File: config.mk
export PLATFORM = sky130hd
export DESIGN_NAME = fifo_serializer_flat
export DESIGN_NICKNAME = d
export VERILOG_FILES = /design/src/rtl/fifo_serializer_pkg.sv /design/src/rtl/fifo_serializer_if.sv /design/src/rtl/fifo_serializer.sv /design/src/flat_wrapper.sv
export SDC_FILE = /design/constraint.sdc
export NUM_CORES = 1
export LEC_CHECK = 0
export BUFFER_PORTS_ARGS = -buffer_cell sky130_fd_sc_hd__buf_4
export CORE_MARGIN = 8
export CORE_UTILIZATION = 53
export CTS_CLUSTER_SIZE = 30
export DETAILED_ROUTE_END_ITERATION = 12
export HOLD_SLACK_MARGIN = 0.03
export PLACE_DENSITY = 0.89
export SLEW_MARGIN = 20
export SYNTH_ARGS = -nofsm -noshare
export SYNTH_HDL_FRONTEND = slang
export SYNTH_SLANG_ARGS = --single-unit
File: constraint.sdc
create_clock -name clock_i -period 3.9 [get_ports clock_i]
set_input_delay 0.78 -clock clock_i [delete_from_list [all_inputs] [get_ports clock_i]]
set_output_delay 0.78 -clock clock_i [all_outputs]
set_load 0.01 [all_outputs]
File: src/rtl/fifo_serializer_pkg.sv
`default_nettype none
// ============================================================================
// fifo_ser_pkg : state encoding and widths for fifo_serializer      rev 1.0
// ============================================================================
package fifo_ser_pkg;

  localparam int c_FIFO_W         = 64;
  localparam int c_BEAT_W_DEFAULT = 16;

  typedef enum logic [1:0] {
    S_IDLE = 2'd0,
    S_REQ  = 2'd1,
    S_WAIT = 2'd2,
    S_SEND = 2'd3
  } state_t;

endpackage
`default_nettype wire

File: src/rtl/fifo_serializer_if.sv
`default_nettype none
// ============================================================================
// fifo_serializer_if : FIFO pop side and beat stream side          rev 1.0
// beat_par_o exists only when FIFO_SERIALIZER_PARITY_EN is defined.
// ============================================================================
interface fifo_serializer_if
  import fifo_ser_pkg::*;
#(
  parameter int BEAT_W = c_BEAT_W_DEFAULT
);

  logic                fifo_req_o;
  logic [c_FIFO_W-1:0] fifo_data_i;
  logic                fifo_v_i;
  logic [BEAT_W-1:0]   beat_o;
  logic                beat_v_o;
  logic                beat_rdy_i;
  logic                beat_last_o;
`ifdef FIFO_SERIALIZER_PARITY_EN
  logic                beat_par_o;
`endif

  modport master (
    output fifo_req_o,
    input  fifo_data_i,
    input  fifo_v_i,
    output beat_o,
    output beat_v_o,
    input  beat_rdy_i,
`ifdef FIFO_SERIALIZER_PARITY_EN
    output beat_par_o,
`endif
    output beat_last_o
  );

  modport slave (
    input  fifo_req_o,
    output fifo_data_i,
    output fifo_v_i,
    input  beat_o,
    input  beat_v_o,
    output beat_rdy_i,
`ifdef FIFO_SERIALIZER_PARITY_EN
    input  beat_par_o,
`endif
    input  beat_last_o
  );

endinterface
`default_nettype wire

File: src/rtl/fifo_serializer.sv
`default_nettype none
// ============================================================================
// fifo_serializer : pops 64-bit FIFO words, emits them LSB-first as beats
// Optional beat parity via FIFO_SERIALIZER_PARITY_EN.               rev 1.0
// ============================================================================
module fifo_serializer
  import fifo_ser_pkg::*;
#(
  parameter int BEAT_W   = c_BEAT_W_DEFAULT,
  parameter int WAIT_MAX = 4
) (
  input  wire                clock_i,
  input  wire                rst_i,
  input  wire                en_i,
  output logic               timeout_o,
  output logic [15:0]        word_cnt_o,
  fifo_serializer_if.master  bus
);

  localparam int NB     = c_FIFO_W / BEAT_W;
  localparam int IDX_W  = $clog2(NB);
  localparam int WCNT_W = $clog2(WAIT_MAX + 1);

  state_t              r_state;
  state_t              w_state_nxt;
  logic [c_FIFO_W-1:0] r_shift;
  logic [IDX_W-1:0]    r_idx;
  logic [WCNT_W-1:0]   r_wait_cnt;
  logic [15:0]         r_word_cnt;
  logic                r_timeout;

  logic                w_beat_v;
  logic                w_xfer;
  logic                w_last;
  logic                w_wait_done;
  logic [BEAT_W-1:0]   w_beat;

  assign w_beat_v    = (r_state == S_SEND);
  assign w_xfer      = w_beat_v && bus.beat_rdy_i;
  assign w_last      = (r_idx == IDX_W'(NB - 1));
  assign w_wait_done = (r_wait_cnt == WCNT_W'(WAIT_MAX - 1));
  assign w_beat      = w_beat_v ? r_shift[BEAT_W-1:0] : '0;

  always_ff @(posedge clock_i or posedge rst_i) begin
    if (rst_i) begin
      r_state <= S_IDLE;
    end else begin
      r_state <= w_state_nxt;
    end
  end

  always_comb begin
    w_state_nxt = r_state;
    case (r_state)
      S_IDLE: if (en_i) w_state_nxt = S_REQ;
      S_REQ:  w_state_nxt = S_WAIT;
      S_WAIT: begin
        if (bus.fifo_v_i) begin
          w_state_nxt = S_SEND;
        end else if (w_wait_done) begin
          w_state_nxt = S_IDLE;
        end
      end
      S_SEND: begin
        // en_i only matters once the word is finished, so a drop never aborts it
        if (w_xfer && w_last) begin
          w_state_nxt = en_i ? S_REQ : S_IDLE;
        end
      end
      default: w_state_nxt = S_IDLE;
    endcase
  end

  always_ff @(posedge clock_i or posedge rst_i) begin
    if (rst_i) begin
      r_shift    <= '0;
      r_idx      <= '0;
      r_wait_cnt <= '0;
      r_word_cnt <= '0;
      r_timeout  <= 1'b0;
    end else begin
      r_timeout <= 1'b0;
      case (r_state)
        S_REQ: r_wait_cnt <= '0;
        S_WAIT: begin
          if (bus.fifo_v_i) begin
            r_shift <= bus.fifo_data_i;
            r_idx   <= '0;
          end else if (w_wait_done) begin
            r_timeout <= 1'b1;
          end else begin
            r_wait_cnt <= r_wait_cnt + WCNT_W'(1);
          end
        end
        S_SEND: begin
          if (w_xfer) begin
            r_shift <= r_shift >> BEAT_W;
            r_idx   <= r_idx + IDX_W'(1);
            if (w_last) r_word_cnt <= r_word_cnt + 16'd1;
          end
        end
        default: ;
      endcase
    end
  end

  assign bus.fifo_req_o  = (r_state == S_REQ);
  assign bus.beat_v_o    = w_beat_v;
  assign bus.beat_o      = w_beat;
  assign bus.beat_last_o = w_beat_v && w_last;
  assign timeout_o       = r_timeout;
  assign word_cnt_o      = r_word_cnt;

`ifdef FIFO_SERIALIZER_PARITY_EN
  assign bus.beat_par_o = ^w_beat;
`endif

endmodule
`default_nettype wire

File: src/flat_wrapper.sv
// flat-port wrapper written by rule: the top's interface ports become plain ports
module fifo_serializer_flat import fifo_ser_pkg::*;
#(
  parameter int BEAT_W   = c_BEAT_W_DEFAULT,
  parameter int WAIT_MAX = 4
)
  (clock_i, rst_i, en_i, timeout_o, word_cnt_o, bus_fifo_req_o, bus_fifo_data_i, bus_fifo_v_i, bus_beat_o, bus_beat_v_o, bus_beat_rdy_i, bus_beat_last_o);
  fifo_serializer_if #(.BEAT_W(BEAT_W)) bus_i ();
  input  wire clock_i;
  input  wire rst_i;
  input  wire en_i;
  output logic timeout_o;
  output logic [15:0] word_cnt_o;
  output wire logic [$bits(bus_i.fifo_req_o)-1:0] bus_fifo_req_o;
  input wire logic [$bits(bus_i.fifo_data_i)-1:0] bus_fifo_data_i;
  input wire logic [$bits(bus_i.fifo_v_i)-1:0] bus_fifo_v_i;
  output wire logic [$bits(bus_i.beat_o)-1:0] bus_beat_o;
  output wire logic [$bits(bus_i.beat_v_o)-1:0] bus_beat_v_o;
  input wire logic [$bits(bus_i.beat_rdy_i)-1:0] bus_beat_rdy_i;
  output wire logic [$bits(bus_i.beat_last_o)-1:0] bus_beat_last_o;
  assign bus_fifo_req_o = bus_i.fifo_req_o;
  assign bus_i.fifo_data_i = bus_fifo_data_i;
  assign bus_i.fifo_v_i = bus_fifo_v_i;
  assign bus_beat_o = bus_i.beat_o;
  assign bus_beat_v_o = bus_i.beat_v_o;
  assign bus_i.beat_rdy_i = bus_beat_rdy_i;
  assign bus_beat_last_o = bus_i.beat_last_o;
  fifo_serializer #(.BEAT_W(BEAT_W), .WAIT_MAX(WAIT_MAX)) u_core (.clock_i(clock_i), .rst_i(rst_i), .en_i(en_i), .timeout_o(timeout_o), .word_cnt_o(word_cnt_o), .bus(bus_i));
endmodule
* Word level (Yosys, flattened, before mapping) *
Cells that the tools add are included.

storage, ports and cells
  register bits = 88
  input bits = 69
  output and inout bits = 36
  word-level logic and storage cells = 50

cells by class
  $add $sub $neg = 3
  equality and inequality tests = 12
  muxes and demuxes = 19
  reductions and logical operators = 10

operators by type and width
  cell                                                              count
  64-bit 2-to-1 mux                                                 2
  64-bit one-hot mux with 2 select lines                            1
  16-bit by 1-bit adder with 16-bit output (second input constant)  1
  16-bit 2-to-1 mux                                                 1
  2-bit 2-to-1 mux                                                  6
  2-bit != test (second input constant)                             6
  3-bit AND reduction                                               4
  2-bit one-hot mux with 4 select lines                             1
  2-bit == test (second input constant)                             3
  3-bit 2-to-1 mux                                                  2
  3-bit one-hot mux with 2 select lines                             1
  1-bit 2-to-1 mux                                                  4
  2-bit one-hot mux with 2 select lines                             1
  2-bit nonzero test                                                2
  3-bit by 1-bit adder with 3-bit output (second input constant)    1
  3-bit by 2-bit == test with 1-bit output (second input constant)  1
  1-bit logical AND                                                 3
  3-bit by 2-bit != test with 1-bit output (second input constant)  1
  2-bit by 1-bit adder with 2-bit output (second input constant)    1
  2-bit by 1-bit == test with 1-bit output (second input constant)  1
  2-bit logical NOT                                                 1

* Longest topological paths before layout *
Gate-level depths: netlist (run 1).

  depth in word-level cells = 5
  gate-level depth with buffers = 6

* Least setup slack after synthesis (run 1) *
No wires, ideal clock.

  kind = register to output
  start point = register u_core.r_state[0]
  end point = output port bus_fifo_req_o
  data arrival time = 1.005 ns
  data required time = 3.120 ns
  path slack = 2.115 ns
  stages on the path, launching flop included = 4
  cell sequence = dfrtp_1 > buf_6 > clkbuf_1 > nor2b_1

between the ends
  cells in the longest elaborated chain, start to end = 1

RTL lines
  what                                      RTL line                text
  from (decl)                               fifo_serializer.sv:24   state_t r_state;
  from (signal assigned)                    fifo_serializer.sv:48   r_state <= w_state_nxt;
  2-bit by 1-bit == test with 1-bit output  fifo_serializer.sv:107  assign bus.fifo_req_o = (r_state == S_REQ);
  to (decl)                                 flat_wrapper.sv:14      output wire logic [$bits(bus_i.fifo_req_o)-1:0] bus_fifo_req_o;

No other way between the ends.

* Final worst setup path (run 1) *
  start point = register u_core.r_state[0]
  end point = output port bus_beat_v_o

between the ends
  cells in the longest elaborated chain, start to end = 1

RTL lines
  what           RTL line               text
  2-bit == test  fifo_serializer.sv:38  assign w_beat_v = (r_state == S_SEND);
  to (decl)      flat_wrapper.sv:18     output wire logic [$bits(bus_i.beat_v_o)-1:0] bus_beat_v_o;

No other way between the ends.

==> results of run 1 <==
## flip-flops by register name (all words and copies together), names as in the netlist
signal,flops
u_core.word_cnt_o,16
u_core.r_idx,2
u_core.r_wait_cnt,3
u_core.timeout_o,1
u_core.r_state,2
u_core.r_shift,64
## cell usage in the layout, fill, tap and decap left out, types with 4 or more instances in the layout
cell / Yosys / final
xor2_1: 4 / 4
mux2i_1: 48 / 48
clkbuf_8: 0 / 10
and3_1: 23 / 23
nand3_1: 5 / 5
ha_1: 4 / 4
a22o_1: 20 / 20
nand2_1: 65 / 64
o21ai_0: 53 / 53
buf_4: 2 / 109
xnor2_1: 11 / 11
dfrtp_1: 88 / 88
## worst max-delay path: stages, from the launching register on
cell and delay [ns]:
dfrtp_1 0.60, buf_4 0.29, nand2_4 0.16, inv_2 0.39, buf_4 0.21
## routing by layer
metal  routed length (µm)  share of wire [%]
met1                 4090                 43
met2                 4450                 47
met3                  816                8.6
met4                  101                1.1
met5                    0                  0
## metrics by stage
stage / hold WS [ns] / setup slack [ns] / cells / power, µW / util (%)
2_1_floorplan: 0.442 / 0.841 / 371 / 2450 / -
3_3_place_gp: 0.455 / 1.54 / 556 / 2790 / 66.6
3_5_place_dp: 0.466 / 1.45 / 556 / 2870 / 66.6
4_1_cts: 0.486 / 1.10 / 571 / 3430 / 68.9
5_1_grt: 0.502 / 0.968 / 571 / 3670 / 68.9
6_report: 0.479 / 1.12 / 571 / 3410 / 68.9
## area by class of cell
cell class	count	area, µm²
Clock buffer	11	141
Clock inverter	4	30.0
Fill cell	588	2260
Inverter	4	16.3
Multi-Input combinational cell	256	1700
Sequential cell	88	2200
Tap cell	99	124
Timing Repair Buffer	109	818
## path summary, 6_finish.rpt
kind	start	slack (ns)	endpoint	cells after the start
worst max-delay path	u_core.r_state[0]	1.12	bus_beat_v_o	4
max in group asynchronous	rst_i	2.61	u_core.r_shift[50]	3
worst max register to register	u_core.r_state[0]	1.45	u_core.r_shift[36]	6
worst min-delay path	u_core.r_shift[4]	0.48	u_core.r_shift[4]	2
min in group asynchronous	rst_i	0.53	u_core.r_shift[24]	2
worst min register to register	u_core.r_shift[4]	0.48	u_core.r_shift[4]	2
## cells in the mapped netlist
cell	instances
dfrtp_1	88
nand2_1	65
o21ai_0	53
mux2i_1	48
and3_1	23
a22o_1	20
buf_2	11
xnor2_1	11
clkbuf_1	9
nand3_1	5
ha_1	4
nor2_1	4
xor2_1	4
inv_1	3
nand4_1	3
nor2b_1	3
a21oi_1	2
buf_4	2
a21o_1	1
buf_6	1
inv_2	1
mux2_2	1
nand2_4	1
nand2b_1	1
nand4_4	1
nor3_1	1
nor3_2	1
nor3_4	1
nor4_1	1
o22ai_1	1
or2_2	1
## kinds of logic after synthesis
group                      share of synthesized area, %
and+or+nand+nor                                    13.6
DFF                                                54.8
AOI/OAI and AO/OA                                  11.6
muxes                                              12.2
buffers and inverters                              3.24
xor gates and xnor gates                           3.27
adders and majority gates                          1.25
## power breakdown
part           total [µW]  switching (µW)  internal (µW)
combinational        1370             740            627
clock                 567             319            248
sequential           1480             220           1260
total                3410            1280           2130
==> results.yml, run 1 <==
sta:
  tightest_slew_ns: 0.988
  slew_violations: 0
  setup_viol: 0
  hold_viol: 0
  slew_headroom_pct: 34.1
  grt_setup_unrepaired: "no"
  period_share_pct: 71.4
  final.min_clock_period_ns: 2.78
  fin_tns_setup_ns: 0
  timing.fmax_mhz: 359
  finClkSkew_ns: 0.0104
clock_network:
  holdBufCountCts: 0
  cts_tree: "yes"
  path_clk_slew_ns: 0.08
  cts.path.max_buffers: 2
  cts_buffers: 9
  clock-sinks: 88
  cts_root_buf: "clkbuf_8"
  cts_max_level: 3
  insertion_delay_ns: 0.35
  cts_resized: 0
  cts_setup_buffers: 0
floorplan:
  ios: 105
  die_w_um: 103
  fp-row-count: 31
  die-area_um2: 10600
  die_h_um: 103
  initial_core_util_pct: 55.1
  core_um2: 7290
detailed_routing:
  dr_total_vias: 3070
  wl_um: 9470
  firstDrtPassIters: 5
  drc: 0
  routedWlPerCell_um: 16.6
  avgViaCountPerCell: 5.38
  postRouteAntennaNets: 0
  drtIter0Drc: 124
critical_path:
  cp.required_ns: 3.12
  critPathLaunchType: "flop"
  crit_arrival_ns: 2.00
  endpoint_kind: "output pin"
  crit_type: "reg -> out"
  worstPathMaxFanout: 20
placed_design:
  place_area_um2: 4850
  io_buffers: 104
  hpwlAfterDp_um: 7120
  gp_congestion: 0.826
global_routing:
  grt_start_max_net_pins: 116
  use_met2_pct: 30.2
  grt_usage_pct: 19.0
  met1_usage_pct: 24.0
  grtUsageMet3_pct: 5.87
  grt_pass1_wl_um: 15700
  grt_pass1_vias: 3206
  grt-busiest-layer: "met2"
  antenna_found_initial: 0
  grt_overflow: 0
logic_synthesis:
  avgSynthCellArea_um2: 10.8
  yosys.area.top_type_share_pct: 54.8
  yosysWarnings: 0
  ys_types: 31
  synth-seq-cells: 88
  netlist_area_um2: 4020
  yosys.area.top_type: "dfrtp_1"
  synth_fp_nets: 444
  ys_seq_area_share_pct: 54.8
  synthCells: 371
  netlist_top_cells_area: "dfrtp_1 55%, mux2i_1 12%, o21ai_0 6.6%"
power:
  vdd_drop_max_mv: 0.356
  powerDensity_nw_per_um2: 679
  leakage_uw: 0.00260
run:
  maxCapViolations: 0
layout:
  final_area_um2: 5030
  fin_nets: 541
  antenna_cells: 0
  areaGrowthSynthToFinish_pct: 25.1
  drive_above_1_share_pct: 28.2
outcome:
  status: "finished, final reports clean"
hold_path:
  hold_path.class: "reg -> reg"
(Power assumes the default switching activity.)
==> run 2, diff against run 1 <==
CORE_UTILIZATION = 48   (was 53)
PLACE_DENSITY = 0.86   (was 0.89)
clock period = 2.4 ns   (was 3.9 ns; I/O delays follow)
==> run 2 against run 1 <==
Sequential cell count did not move. Power rose by 77%. Wire length rose by 4.8%. Count of clock-buffer cells in the layout fell by 1. Register-to-register slack got worse by 0.87 ns. Non-clock buffer count rose by 4. Final area rose by 3.6%. Die area rose by 8.8%. Largest power group unchanged. Critical path type unchanged. Via count rose by 0.52%. Clock power rose by 120%.
==> results.yml, run 2 (synthesis gave the netlist of run 1 again) <==
sta:
  slew_headroom_pct: 52.2
  fin_tns_setup_ns: 0
  timing.fmax_mhz: 480
  tightest_slew_ns: 0.716
  final.min_clock_period_ns: 2.08
  finClkSkew_ns: 0.00965
  period_share_pct: 86.7
  hold_viol: 0
  setup_viol: 0
  slew_violations: 0
  grt_setup_unrepaired: "no"
clock_network:
  cts.path.max_buffers: 2
  path_clk_slew_ns: 0.09
  insertion_delay_ns: 0.36
  cts_resized: 0
  cts_tree: "yes"
  cts_root_buf: "clkbuf_8"
  cts_max_level: 3
  cts_setup_buffers: 0
  clock-sinks: 88
  cts_buffers: 9
  holdBufCountCts: 0
detailed_routing:
  drc: 0
  drtIter0Drc: 184
  routedWlPerCell_um: 17.0
  firstDrtPassIters: 4
  dr_total_vias: 3086
  avgViaCountPerCell: 5.30
  wl_um: 9920
  postRouteAntennaNets: 0
placed_design:
  placedCellCount: 566
  hpwlAfterDp_um: 7280
  gp_congestion: 0.823
  io_buffers: 104
power:
  sequentialPowerShare_pct: 39.7
  vdd_drop_max_mv: 0.601
  powerDensity_nw_per_um2: 1160
  p_int_uw: 3890
  leakage_uw: 0.00268
  clock_power_share_pct: 21.0
  switching_power_uw: 2140
  p_sw_share_pct: 35.5
  pwr-share-comb_pct: 39.3
floorplan:
  die_h_um: 107
  core_um2: 8180
  die-area_um2: 11600
  ios: 105
  initial_core_util_pct: 49.1
  die_w_um: 107
  fp-row-count: 33
global_routing:
  grt_start_max_net_pins: 45
  grt_pass1_vias: 3223
  grt_overflow: 0
  antenna_found_initial: 0
  grt_usage_pct: 17.8
  grt_pass1_wl_um: 16400
hold_path:
  hold_path.class: "in -> async"
layout:
  areaGrowthSynthToFinish_pct: 29.6
  top_register: "u_core.r_shift"
  final_cells: 582
  fin_nets: 545
  antenna_cells: 0
  largest_register_ffs: 64
  drive_above_1_share_pct: 28.9
  final_cell_mix: "108 x buf_4, 88 x dfrtp_1, 64 x nand2_1, 53 x o21ai_0, 48 x mux2i_1"
  final_common_cell: "buf_4"
critical_path:
  crit_arrival_ns: 1.60
  critPathLaunchType: "flop"
  crit_type: "reg -> out"
  worstPathMaxFanout: 16
  endpoint_kind: "output pin"
  cp.required_ns: 1.92
outcome:
  status: "finished, final reports clean"
run:
  maxCapViolations: 0
run 2: cell count changes in the layout (fill, tap and decap cells not counted):
cell        before  now
clkinvlp_4       1    2
clkbuf_1         1    0
nor2_2           1    0
clkinv_2         2    0
buf_12           0    5
bufinv_16        0    3
buf_4          109  108
nor2_1           3    4
run 2: worst paths after layout:
check / startpoint / to / slack [ns] / cells past startpoint
worst max-delay path: u_core.r_state[0] / bus_beat_v_o / 0.32 / 3
worst min-delay path: rst_i / u_core.r_shift[61] / 0.23 / 2
worst max register to register: u_core.r_state[0] / u_core.r_shift[35] / 0.58 / 5
worst min register to register: u_core.r_shift[14] / u_core.r_shift[14] / 0.48 / 2
max in group asynchronous: rst_i / u_core.word_cnt_o[10] / 1.56 / 3
min in group clock_i: bus_fifo_data_i[57] / u_core.r_shift[57] / 0.34 / 2
run 2: power by group through the flow:
stage | Clock [µW] | Sequential (µW) | Combinational (µW)
after floorplan | 0 | 2300 | 1690
after global placement | 0 | 2390 | 2290
after detailed placement | 0 | 2410 | 2370
after CTS | 1280 | 2390 | 2400
after global routing | 1350 | 2460 | 2650
final | 1260 | 2390 | 2370
run 2: final cells by class:
class	instances	area, µm²
fillers	648	2970
flip-flops and latches	88	2200
clock buffers	10	138
inverters	4	18.8
multi-input cells	256	1690
well taps	105	131
clock inverters	6	115
repair buffers	113	911
run 2: per-stage QoR:
step / cell area, µm² / setup WS, ns / utilization, % / hold WS (ns) / power (µW)
finish: 5210 / 0.319 / 63.7 / 0.231 / 6030
global route: 5210 / 0.248 / 63.7 / 0.266 / 6460
CTS: 5210 / 0.305 / 63.7 / 0.240 / 6070
detailed placement: 4960 / 0.653 / 60.6 / 0.466 / 4780
global placement: 4960 / 0.746 / 60.6 / 0.455 / 4680
floorplan: 4020 / 0.898 / - / 0.442 / 3990
run 2: layer usage:
metal / part of all wire, % / GRT usage (%) / up-vias / wire, µm
li1: - / - / 1491 / -
met1: 45 / 23.6 / 1490 / 4430
met2: 46 / 27.0 / 95 / 4580
met3: 8.2 / 6.53 / 10 / 813
met4: 1.1 / 4.36 / 0 / 107
met5: 0 / 0 / - / 0
run 2: worst max-delay path, cell delays in order (launching register included):
cell and delay (ns):
dfrtp_1 0.48, nand2_4 0.19, inv_2 0.37, buf_4 0.20
==> run 3, diff against run 2 <==
--- a/config.mk
+++ b/config.mk
@@ -14,2 +14,3 @@
 export PLACE_DENSITY = 0.86
+export SKIP_LAST_GASP = 1
 export SLEW_MARGIN = 20
--- a/constraint.sdc
+++ b/constraint.sdc
@@ -3,2 +3,2 @@
 set_output_delay 0.48 -clock clock_i [all_outputs]
-set_load 0.01 [all_outputs]
+set_load 0.05 [all_outputs]
==> run 3 against run 2 <==
Global-route usage shrank 0.86 points. Via count shrank 1.2%. Wire length shrank 3.6%. Register-to-register slack lost 0.07 ns. Highest routed layer unchanged.
==> results.yml, run 3 (synthesis gave the netlist of run 1 again) <==
global_routing:
  grt_pass1_wl_um: 15500
  grt_usage_pct: 17.0
  antenna_found_initial: 0
  grt_start_max_net_pins: 89
  grt_pass1_vias: 3170
  grt_overflow: 0
layout:
  final_cell_mix: "108 x buf_4, 88 x dfrtp_1, 64 x nand2_1, 53 x o21ai_0, 48 x mux2i_1"
  antenna_cells: 0
  areaGrowthSynthToFinish_pct: 27.4
  final_common_cell: "buf_4"
  top_register: "u_core.r_shift"
  largest_register_ffs: 64
  utilization_pct: 62.6
  drive_above_1_share_pct: 29.0
  fin_nets: 544
  final_area_um2: 5120
critical_path:
  crit_type: "reg -> out"
  rr_endpoint: "u_core.word_cnt_o[9]"
  crit_top_cell: "buf_4"
  r2r_start: "u_core.r_state[1]"
  cp.required_ns: 1.92
  crit_chain: "buf_4, and3_1, buf_4"
  critPathLaunchType: "flop"
  cpMaxStageDelayCell: "dfrtp_1"
  r2r_cells: 5
  critPathBufInv: 2
  worstPathMaxFanout: 15
  path_depth: 3
  endpoint_kind: "output pin"
  crit_arrival_ns: 1.68
  path_delay_family: "flip-flops"
  cpPeakStageDelay_ns: 0.62
  rrSetupSlack_ns: 0.51
outcome:
  status: "finished, final reports clean"
floorplan:
  die_h_um: 107
  die_w_um: 107
  core_um2: 8180
  fp-row-count: 33
  die-area_um2: 11600
  initial_core_util_pct: 49.1
  ios: 105
placed_design:
  place_area_um2: 4940
  hpwlAfterDp_um: 7180
  io_buffers: 104
  gp_congestion: 0.782
hold_path:
  hold_path.class: "in -> async"
sta:
  timing.fmax_mhz: 463
  setup_viol: 0
  slew_headroom_pct: 53.2
  slew_violations: 0
  period_share_pct: 90.1
  fin_tns_setup_ns: 0
  finClkSkew_ns: 0.00807
  grt_setup_unrepaired: "no"
  fin_hold_ws_ns: 0.233
  tightest_slew_ns: 0.702
  final.min_clock_period_ns: 2.16
  hold_viol: 0
clock_network:
  insertion_delay_ns: 0.35
  holdBufCountCts: 0
  cts_root_buf: "clkbuf_8"
  cts_setup_buffers: 0
  clock-sinks: 88
  cts_resized: 0
  cts_buffers: 9
  cts.path.max_buffers: 2
  cts_tree: "yes"
  path_clk_slew_ns: 0.09
  cts_max_level: 3
detailed_routing:
  postRouteAntennaNets: 0
  dr_total_vias: 3049
  wl_um: 9570
  drc: 0
  firstDrtPassIters: 4
  drtIter0Drc: 108
  avgViaCountPerCell: 5.25
  routedWlPerCell_um: 16.5
power:
  vdd_drop_max_mv: 0.578
  power_uw: 6140
  powerDensity_nw_per_um2: 1200
  leakage_uw: 0.00264
run:
  maxCapViolations: 0
[run 3: cell types whose count changed in the layout (fill, tap and decap cells not counted)]
cell        previous run  this run
clkinv_4               1         0
buf_12                 5         4
nor2_2                 0         1
inv_6                  1         2
clkinv_2               0         2
clkinvlp_4             2         3
bufinv_16              3         0
nor2_1                 4         3
[run 3: worst max path at each step]
stage                          to  slack (ns)         startpoint
3_3_place_gp   u_core.r_shift[57]        0.47  u_core.r_state[0]
3_5_place_dp   u_core.r_shift[50]        0.37  u_core.r_state[0]
5_1_grt             bus_beat_o[6]        0.12  u_core.r_state[1]
4_1_cts            bus_beat_o[12]        0.22  u_core.r_state[0]
2_1_floorplan      bus_fifo_req_o        0.40  u_core.r_state[0]
6_report           bus_beat_o[12]        0.24  u_core.r_state[1]
[run 3: cell type report]
cell class	count	area, µm²
clock buffers	10	138
repair buffers	112	891
clock inverters	6	42.5
multi-input cells	256	1700
fillers	675	3060
flip-flops and latches	88	2200
well taps	105	131
inverters	4	18.8
[run 3: layer usage]
layer | up-vias | track usage (%) | part of all wire, %
met3 | 5 | 7.84 | 9.9
met2 | 95 | 26.4 | 47
met4 | 0 | 4.76 | 0.71
met1 | 1450 | 20.6 | 43
met5 | - | 0 | 0
li1 | 1499 | - | -
[run 3: metrics by stage]
step,setup WS (ns),instances
floorplan,0.403,371
global placement,0.467,565
detailed placement,0.373,565
CTS,0.219,581
global route,0.122,581
finish,0.238,581
[run 3: worst reg2reg max path: stages, from the launching register on]
cell and delay, ns:
dfrtp_1 0.62, buf_4 0.30, nand4_4 0.20, nor3_4 0.34
and3_1 0.21, xor2_1 0.16
[run 3: report_power, final]
| part | leakage (µW) | switching [µW] | internal (µW) |
|---|---|---|---|
| sequential | 0.00114 | 381 | 2040 |
| clock | 0.0000891 | 537 | 408 |
| combinational | 0.00141 | 1640 | 1130 |
| total | 0.00264 | 2560 | 3580 |
